$ cat config.mk
export PLATFORM = sky130hd
export DESIGN_NAME = fifo_uart_tx
export DESIGN_NICKNAME = d
export VERILOG_FILES = /design/src/rtl/uart_pkg.sv /design/src/rtl/uart_baud_cnt.sv /design/src/rtl/fifo_uart_tx.sv
export SDC_FILE = /design/constraint.sdc
export NUM_CORES = 1
export LEC_CHECK = 0
export CAP_MARGIN = 20
export CORE_MARGIN = 1.5
export CORE_UTILIZATION = 50
export DETAILED_ROUTE_END_ITERATION = 10
export PLACE_DENSITY = 0.79
export SETUP_SLACK_MARGIN = 0.15
export SKIP_LAST_GASP = 1
export SLEW_MARGIN = 20
export SYNTH_ARGS = -nofsm -noshare
export SYNTH_HDL_FRONTEND = slang
export SYNTH_SLANG_ARGS = --single-unit
$ cat constraint.sdc
create_clock -name clk -period 2.25 [get_ports clk]
set_clock_uncertainty 0.15 [all_clocks]
set_input_delay 0.5625 -clock clk [delete_from_list [all_inputs] [get_ports clk]]
set_output_delay 0.5625 -clock clk [all_outputs]
set_load 0.005 [all_outputs]
$ cat src/rtl/uart_pkg.sv
// Shared UART transmitter definitions: FSM state encoding and frame constants.
package uart_pkg;

   localparam int DEFAULT_CLKS_PER_BIT = 434;
   localparam int DATA_BITS            = 8;
   localparam int STOP_BITS            = 1;

   typedef enum logic [2:0] {
      S_IDLE   = 3'd0,
      S_READ   = 3'd1,
      S_LOAD   = 3'd2,
      S_START  = 3'd3,
      S_DATA   = 3'd4,
      S_PARITY = 3'd5,
      S_STOP   = 3'd6
   } state_e;

endpackage

$ cat src/rtl/uart_baud_cnt.sv
// Bit-period counter: counts 0..CLKS_PER_BIT-1 while enabled and flags the last cycle of each bit.
module uart_baud_cnt #(
   parameter int CLKS_PER_BIT = 434
) (
   input  logic clk,
   input  logic rstn,
   input  logic clear,
   input  logic en,
   output logic bit_done
);

   localparam int W = (CLKS_PER_BIT > 1) ? $clog2(CLKS_PER_BIT) : 1;
   localparam logic [W-1:0] LAST = W'(CLKS_PER_BIT - 1);

   logic [W-1:0] cnt_q, cnt_d;

   always_comb begin
      cnt_d = cnt_q;
      if (clear) begin
         cnt_d = '0;
      end else if (en) begin
         cnt_d = (cnt_q == LAST) ? '0 : cnt_q + 1'b1;
      end
   end

   assign bit_done = en && !clear && (cnt_q == LAST);

   always_ff @(posedge clk or negedge rstn) begin
      if (!rstn) begin
         cnt_q <= '0;
      end else begin
         cnt_q <= cnt_d;
      end
   end

endmodule

$ cat src/rtl/fifo_uart_tx.sv
// UART transmitter draining a one-cycle-latency byte FIFO into back-to-back 8N1/8E1 frames.
// Handshake: fifo_rd_en is a single-cycle pop issued only when fifo_empty was seen low in IDLE; fifo_data is valid the following cycle.
module fifo_uart_tx
   import uart_pkg::*;
#(
   parameter int CLKS_PER_BIT = DEFAULT_CLKS_PER_BIT,
   parameter int PARITY_EN    = 0
) (
   input  logic       clk,
   input  logic       rstn,
   input  logic       fifo_empty,
   input  logic [7:0] fifo_data,
   output logic       fifo_rd_en,
   output logic       tx,
   output logic       busy,
   output logic [2:0] state_dbg
);

   localparam logic [2:0] DATA_LAST = 3'(DATA_BITS - 1);
   localparam logic [2:0] STOP_LAST = 3'(STOP_BITS - 1);

   state_e     state_q;
   logic [7:0] shreg_q;
   logic [2:0] idx_q;
   logic       parity_q;
   logic       tx_q;
   logic       busy_q;
   logic       rd_en_q;
   logic       bit_done;
   logic       baud_en;

   assign baud_en = (state_q == S_START) || (state_q == S_DATA) ||
                    (state_q == S_PARITY) || (state_q == S_STOP);

   uart_baud_cnt #(
      .CLKS_PER_BIT(CLKS_PER_BIT)
   ) u_baud (
      .clk     (clk),
      .rstn    (rstn),
      .clear   (state_q == S_LOAD),
      .en      (baud_en),
      .bit_done(bit_done)
   );

   // Outputs are updated on the transition into each state so tx already shows the new level.
   always_ff @(posedge clk or negedge rstn) begin
      if (!rstn) begin
         state_q  <= S_IDLE;
         shreg_q  <= '0;
         idx_q    <= '0;
         parity_q <= 1'b0;
         tx_q     <= 1'b1;
         busy_q   <= 1'b0;
         rd_en_q  <= 1'b0;
      end else begin
         rd_en_q <= 1'b0;
         case (state_q)
            S_IDLE: begin
               if (!fifo_empty) begin
                  state_q <= S_READ;
                  rd_en_q <= 1'b1;
                  busy_q  <= 1'b1;
               end
            end
            S_READ: state_q <= S_LOAD;
            S_LOAD: begin
               shreg_q  <= fifo_data;
               parity_q <= ^fifo_data;
               idx_q    <= '0;
               tx_q     <= 1'b0;
               state_q  <= S_START;
            end
            S_START: begin
               if (bit_done) begin
                  tx_q    <= shreg_q[0];
                  state_q <= S_DATA;
               end
            end
            S_DATA: begin
               if (bit_done) begin
                  shreg_q <= shreg_q >> 1;
                  if (idx_q == DATA_LAST) begin
                     idx_q <= '0;
                     if (PARITY_EN != 0) begin
                        tx_q    <= parity_q;
                        state_q <= S_PARITY;
                     end else begin
                        tx_q    <= 1'b1;
                        state_q <= S_STOP;
                     end
                  end else begin
                     idx_q <= idx_q + 3'd1;
                     tx_q  <= shreg_q[1];
                  end
               end
            end
            S_PARITY: begin
               if (bit_done) begin
                  tx_q    <= 1'b1;
                  state_q <= S_STOP;
               end
            end
            S_STOP: begin
               if (bit_done) begin
                  if (idx_q == STOP_LAST) begin
                     state_q <= S_IDLE;
                     busy_q  <= 1'b0;
                  end else begin
                     idx_q <= idx_q + 3'd1;
                  end
               end
            end
            default: begin
               state_q <= S_IDLE;
               tx_q    <= 1'b1;
               busy_q  <= 1'b0;
            end
         endcase
      end
   end

   assign fifo_rd_en = rd_en_q;
   assign tx         = tx_q;
   assign busy       = busy_q;
   assign state_dbg  = state_q;

endmodule

==> results of run 1 <==
## worst max-delay path by stage
stage / from / end / slack, ps / depth (start not counted)
after floorplan: u_baud.cnt_q[1] / u_baud.cnt_q[3] / 210 / 7
after global placement: u_baud.cnt_q[2] / tx / 190 / 5
after detailed placement: u_baud.cnt_q[2] / shreg_q[7] / 200 / 5
after CTS: u_baud.cnt_q[2] / shreg_q[7] / 150 / 5
after global routing: u_baud.cnt_q[7] / idx_q[2] / 160 / 4
final: state_dbg[1] / state_dbg[1] / 200 / 1
## power groups by stage
stage	logic (uW)	clock network, uW	registers, uW
after global placement	39.7	0	487
final	41.4	337	479
after floorplan	11.2	0	487
after CTS	42.6	347	479
after detailed placement	42.3	0	488
after global routing	46.4	359	481
## routing by layer
metal	part of all wire, %	GRT usage, %	vias to the layer above
met5	0	0	-
met4	0.50	7.61	0
met3	6.9	3.39	2
met2	48	42.1	68
met1	44	35.7	825
li1	-	-	812
## sequential cells by signal, indices dropped and copies added (netlist names)
| signal | cells |
|---|---|
| u_baud.cnt_q | 9 |
| shreg_q | 8 |
| idx_q | 3 |
| state_dbg | 3 |
| busy | 1 |
| fifo_rd_en | 1 |
| tx | 1 |
## cells by family after synthesis
group / synth area share (%)
simple gates: 21.5
mux: 5.61
buf+inv: 6.36
xor+xnor: 0.479
fa+ha+maj: 3.42
compound gates: 27.1
flops: 35.6
## final cells by class
cell class                      instances  area, sq um
Clock buffer                            3         22.5
Clock inverter                          1         30.0
Fill cell                             304         1260
Inverter                                9         33.8
Multi-Input combinational cell        149         1070
Sequential cell                        26          659
Tap cell                               46         57.6
Timing Repair Buffer                   33          287
## cell usage after synthesis, types with 2 or more instances
cell type,n,share of area [%]
nor2_1,15,3.1
o21ai_0,7,1.9
a21o_1,2,0.82
and3_1,4,1.4
nor3b_1,2,0.82
a21oi_1,14,3.8
a221oi_1,2,0.96
mux2_1,2,1.2
a32o_1,2,1.1
a31oi_1,8,2.7
clkbuf_1,9,1.8
o31ai_1,5,2.1
dfrtp_1,25,34
a41oi_1,2,0.96
nand3_1,6,1.6
nor4_1,2,0.68
buf_2,4,1.1
or2_2,2,0.68
o41ai_1,2,0.96
inv_1,8,1.6
nand2_1,9,1.8
a211oi_1,3,1.2
nand2b_1,3,1.0
a32oi_1,3,1.4
nor3_1,7,1.9
nand4_1,3,1.0
clkbuf_2,2,0.55
o211ai_1,6,2.5
mux2i_1,8,4.4
a22oi_1,2,0.82
ha_1,5,3.4
## metrics by stage
| step | power, uW | hold WS (ps) | util, % | instance area, sq um | std cells |
|---|---|---|---|---|---|
| 5_1_grt | 886 | 447 | 63.2 | 2160 | 267 |
| 3_3_place_gp | 527 | 356 | 60.8 | 2080 | 261 |
| 4_1_cts | 869 | 414 | 62.6 | 2140 | 266 |
| 3_5_place_dp | 531 | 368 | 60.8 | 2080 | 261 |
| 6_report | 858 | 411 | 63.2 | 2160 | 267 |
| 2_1_floorplan | 498 | 117 | - | 1830 | 201 |
## what timing repair did
item,CTS,global route
setup buffers,1,1
setup endpoints to repair,3,10
hold buffers,0,0
gates resized for setup,3,5
pin swaps,0,0
==> reports/metrics.yaml, run 1 <==
outcome: "complete, no violations"
antenna_found_initial: 0
postRouteAntennaNets: 0
cp.arrival_ps: 1340
drive_above_1_share_pct: 17.2
clockBufferDepth: 2
setup_viol: 0
fp-row-count: 21
synth-seq-cells: 26
num_antenna_cells: 0
overflow: 0
crit-reg2reg-launch: "u_baud.cnt_q[2]"
hp-class: "flip-flop to flip-flop"
cap_viol_max_count: 0
comb_power_share_pct: 4.8
period_share_pct: 91.0
cts.clk_slew.worst_paths_ps: 160
cts_max_level: 1
clock_latency_ps: 330
mostFrequentLayoutCell: "dfrtp_1"
grt_pass1_vias: 1736
worst_pin_slew_ps: 483
ios: 17
critPathMaxStageDelay_ps: 530
holdPathStages: 2
fin_ws_ps: 202
critical_path_buf_inv_count: 1
cp_max_fo: 8
firstDrtPassIters: 4
hold_end: "shreg_q[3]"
cp_slowest_cell: "clkdlybuf4s50_1"
drc: 0
routedWlPerCell_microns: 18.0
yosysSeqAreaShare_pct: 35.6
cts_sinks: 26
period_needed_ps: 2050
grt_use_total_pct: 25.8
syn-instance-count: 201
synth_nets: 217
die-area_sq_um: 4030
num_vias: 1707
crit_path_start_kind: "flip-flop"
final_cell_mix: "dfrtp_1 (19), buf_4 (17), nor2_1 (15), clkdlybuf4s50_1 (15), a21oi_1 (14)"
cts_tree: "done"
clkPwrFrac_pct: 39.3
initial_utilization_pct: 53.6
dp_hpwl_microns: 3550
slew_headroom_pct: 67.7
path_class: "flip-flop to output pin"
viasPerCell: 6.39
max-vdd-ir-drop_mv: 0.273
finalHoldViolCount: 0
synth_flop_cell: "dfrtp_1"
cts_buffers: 3
preCtsSetupSlack_ps: 200
die_h_microns: 63.5
crit_required_ps: 1540
max_freq_mhz: 488
async_flop_share_pct: 100
tns_ps: 0
cp_cell_sequence: "clkdlybuf4s50_1"
rsz0062_at_grt: "false"
wl_microns: 4800
hp-start: "shreg_q[3]"
intPower_uw: 678
die_w_microns: 63.5
synth_area_per_cell_sq_um: 9.11
nNetsFinal: 238
drtIter0Drc: 173
place.gp.congestion: 0.875
critPathTopFamily: "buffers and inverters"
root_buffer: "clkbuf_4"
grt_pass1_wl_microns: 8290
worst-r2r-setup-slack_ps: 250
synth_edf_count: 0
p_sw_uw: 180
seqPwrFrac_pct: 55.9
finalMaxSlewViolations: 0
critPathCaptureType: "output pin"
reg2reg_depth: 5
power_density_nw_per_um2: 398
grt_max_degree: 27
netlist_area_sq_um: 1830
swShare_pct: 21.0
reg2reg_to: "u_baud.cnt_q[3]"
core_sq_um: 3420
io_buffers: 16
ys_types: 58
area_growth_pct: 17.8
yosysWarnings: 0
leakagePower_uw: 0.000916
No activity file was read; power rests on OpenSTA's default activity.
==> run 2: changes to the inputs <==
- clock period: 2.25 -> 2 ns (I/O delays scaled with it)
==> reports/metrics.yaml, run 2 (synthesis gave the netlist of run 1 again) <==
outcome: "complete, no violations"  # unchanged
comb_power_share_pct: 5.1  # was 4.8%
preCtsSetupSlack_ps: 118  # was 200 ps
seqPwrFrac_pct: 55.2  # was 55.9%
routedWlPerCell_microns: 19.8  # was 18.0 microns
cts_max_level: 1  # unchanged
place.gp.congestion: 0.931  # was 0.875
critPathMaxStageDelay_ps: 460  # was 530 ps
num_antenna_cells: 0  # unchanged
grt_pass1_wl_microns: 9210  # was 8290 microns
cp_cell_sequence: "nor4b_4, buf_4, buf_4, nand3_4, a21oi_1, o211ai_1"  # was clkdlybuf4s50_1
die_h_microns: 63.5  # unchanged
initial_utilization_pct: 53.6  # unchanged
cts_tree: "done"  # unchanged
grt-busiest-layer: "met2"  # unchanged
hold_buffers: 0  # unchanged
crit_path_frequent_cell: "buf_4"
dp_hpwl_microns: 3750  # was 3550 microns
cp_slowest_cell: "dfrtp_1"  # was clkdlybuf4s50_1
grtUsageMet2_pct: 45.5  # was 42.1%
die_w_microns: 63.5  # unchanged
post-route-cell-area_sq_um: 2590  # was 2160 sq um
drtIter0Drc: 272  # was 173
clock_latency_ps: 350  # was 330 ps
fp-row-count: 21  # unchanged
critPathTopFamily: "flip-flops"  # was buffers and inverters
hp-class: "input port to asynchronous set/reset pin"  # was flip-flop to flip-flop
tns_ps: 0  # unchanged
max-vdd-ir-drop_mv: 0.276  # was 0.273 mV
crit-reg2reg-launch: "u_baud.cnt_q[6]"  # was u_baud.cnt_q[2]
crit_path_start: "u_baud.cnt_q[6]"  # was state_dbg[1]
slew_headroom_pct: 75.9  # was 67.7%
overflow: 0  # unchanged
viasPerCell: 6.49  # was 6.39
setup_viol: 0  # unchanged
period_needed_ps: 1940
drive_above_1_share_pct: 36.1  # was 17.2%
swShare_pct: 21.9  # was 21.0%
cp_max_fo: 7  # was 8
core_sq_um: 3420  # unchanged
crit_required_ps: 2090  # was 1540 ps
final_cell_mix: "buf_4 (44), dfrtp_1 (20), nor2_1 (12), a21oi_1 (11), clkdlybuf4s50_1 (10)"  # was dfrtp_1 (19), buf_4 (17), nor2_1 (15), clkdlybuf4s50_1 (15), a21oi_1 (14)
worst_pin_slew_ps: 359  # was 483 ps
nFillCells: 226  # was 304
fin_hold_ws_ps: 367  # was 411 ps
cts_buffers: 3  # unchanged
grt_pass1_vias: 1863  # was 1736
area_growth_pct: 41.6  # was 17.8%
ios: 17  # unchanged
intPower_uw: 765  # was 678 uW
io_buffers: 16  # unchanged
critPathCaptureType: "flip-flop"  # was output pin
firstDrtPassIters: 5  # was 4
ff_latch_area_sq_um: 658  # was 659 sq um
multi_input_area_sq_um: 1260  # was 1070 sq um
cap_viol_max_count: 0  # unchanged
wl_microns: 5910  # was 4800 microns
drc: 0  # unchanged
p_sw_uw: 215  # was 180 uW
cts_sinks: 26  # unchanged
cp.arrival_ps: 2030  # was 1340 ps
regMostFlops: "u_baud.cnt_q"  # unchanged
power_density_nw_per_um2: 378  # was 398 nW/um^2
root_buffer: "clkbuf_4"  # unchanged
clkPwrFrac_pct: 39.6  # was 39.3%
num_vias: 1933  # was 1707
placed_cell_area_sq_um: 2220  # was 2080 sq um
period_share_pct: 96.9
postRouteAntennaNets: 0  # unchanged
grt_max_degree: 27  # unchanged
finalHoldViolCount: 0  # unchanged
critical_path_buf_inv_count: 2  # was 1
mostFrequentLayoutCell: "buf_4"  # was dfrtp_1
fin_ws_ps: 61.4  # was 202 ps
die-area_sq_um: 4030  # unchanged
antenna_found_initial: 0  # unchanged
path_class: "flip-flop to flip-flop"  # was flip-flop to output pin
finalMaxSlewViolations: 0  # unchanged
clockBufferDepth: 2  # unchanged
gr-usage-met3_pct: 4.64  # was 3.39%
rsz0062_at_grt: "true"  # was false
p_total_uw: 980  # was 858 uW
nNetsFinal: 269  # was 238
crit_path_start_kind: "flip-flop"  # unchanged
largest_reg_flops: 9  # unchanged
max_freq_mhz: 516
grt_use_total_pct: 29.1  # was 25.8%
grtUsageMet1_pct: 41.3  # was 35.7%
biggestRegsByFlops: "u_baud.cnt_q: 9 flops, shreg_q: 8 flops"  # unchanged
cts.clk_slew.worst_paths_ps: 170  # was 160 ps
leakagePower_uw: 0.00112  # was 0.000916 uW
==> run 2: changes by cell type in the layout (fill, tap and decap cells not counted), sizes merged <==
cell           change
dlygate4sd2        +4
clkdlybuf4s50      -5
buf               +31
dlymetal6s2s       +1
==> run 2: final timing paths <==
path | end | slack [ps] | cells after the start
hold / removal | state_dbg[0] | 370 | 2
setup reg to reg | u_baud.cnt_q[5] | 60 | 6
hold reg to reg | shreg_q[2] | 400 | 2
min in group clk | shreg_q[2] | 400 | 2
max in group asynchronous | tx | 1030 | 2
setup / recovery | u_baud.cnt_q[5] | 60 | 6
==> run 2: area by class of cell <==
type | count | area share (%)
clock buffer | 3 | 0.869
clock inverter | 1 | 1.16
inverter | 9 | 1.30
multi-input combinational | 149 | 48.5
sequential | 26 | 25.4
tap | 46 | 2.22
timing repair buffer | 64 | 20.5
==> run 2: timing repair <==
| item | in CTS | in global routing |
|---|---|---|
| pin swaps | 8 | 4 |
| setup endpoints to repair | 14 | 23 |
| buffers inserted | 10 | 6 |
| gates cloned | 1 | 0 |
| resized for setup | 28 | 23 |
==> run 2: per-stage QoR <==
| step | cells | util, % |
|---|---|---|
| 5_1_grt | 298 | 75.9 |
| 3_3_place_gp | 277 | 64.9 |
| 3_5_place_dp | 277 | 64.9 |
| 6_report | 298 | 75.9 |
| 2_1_floorplan | 201 | - |
| 4_1_cts | 292 | 71.1 |
==> run 2: power groups by stage <==
stage / Sequential (uW) / Clock, uW / Combinational, uW
2_1_floorplan: 548 / 0 / 12.6
3_3_place_gp: 549 / 0 / 44.7
3_5_place_dp: 549 / 0 / 47.0
4_1_cts: 540 / 383 / 49.4
5_1_grt: 542 / 406 / 57.6
6_report: 541 / 388 / 50.4
==> run 2: metal layers <==
layer | wire, microns | share of wire [%]
met4 | 150 | 2.5
met1 | 2410 | 41
met2 | 2820 | 48
met3 | 528 | 8.9
met5 | 0 | 0
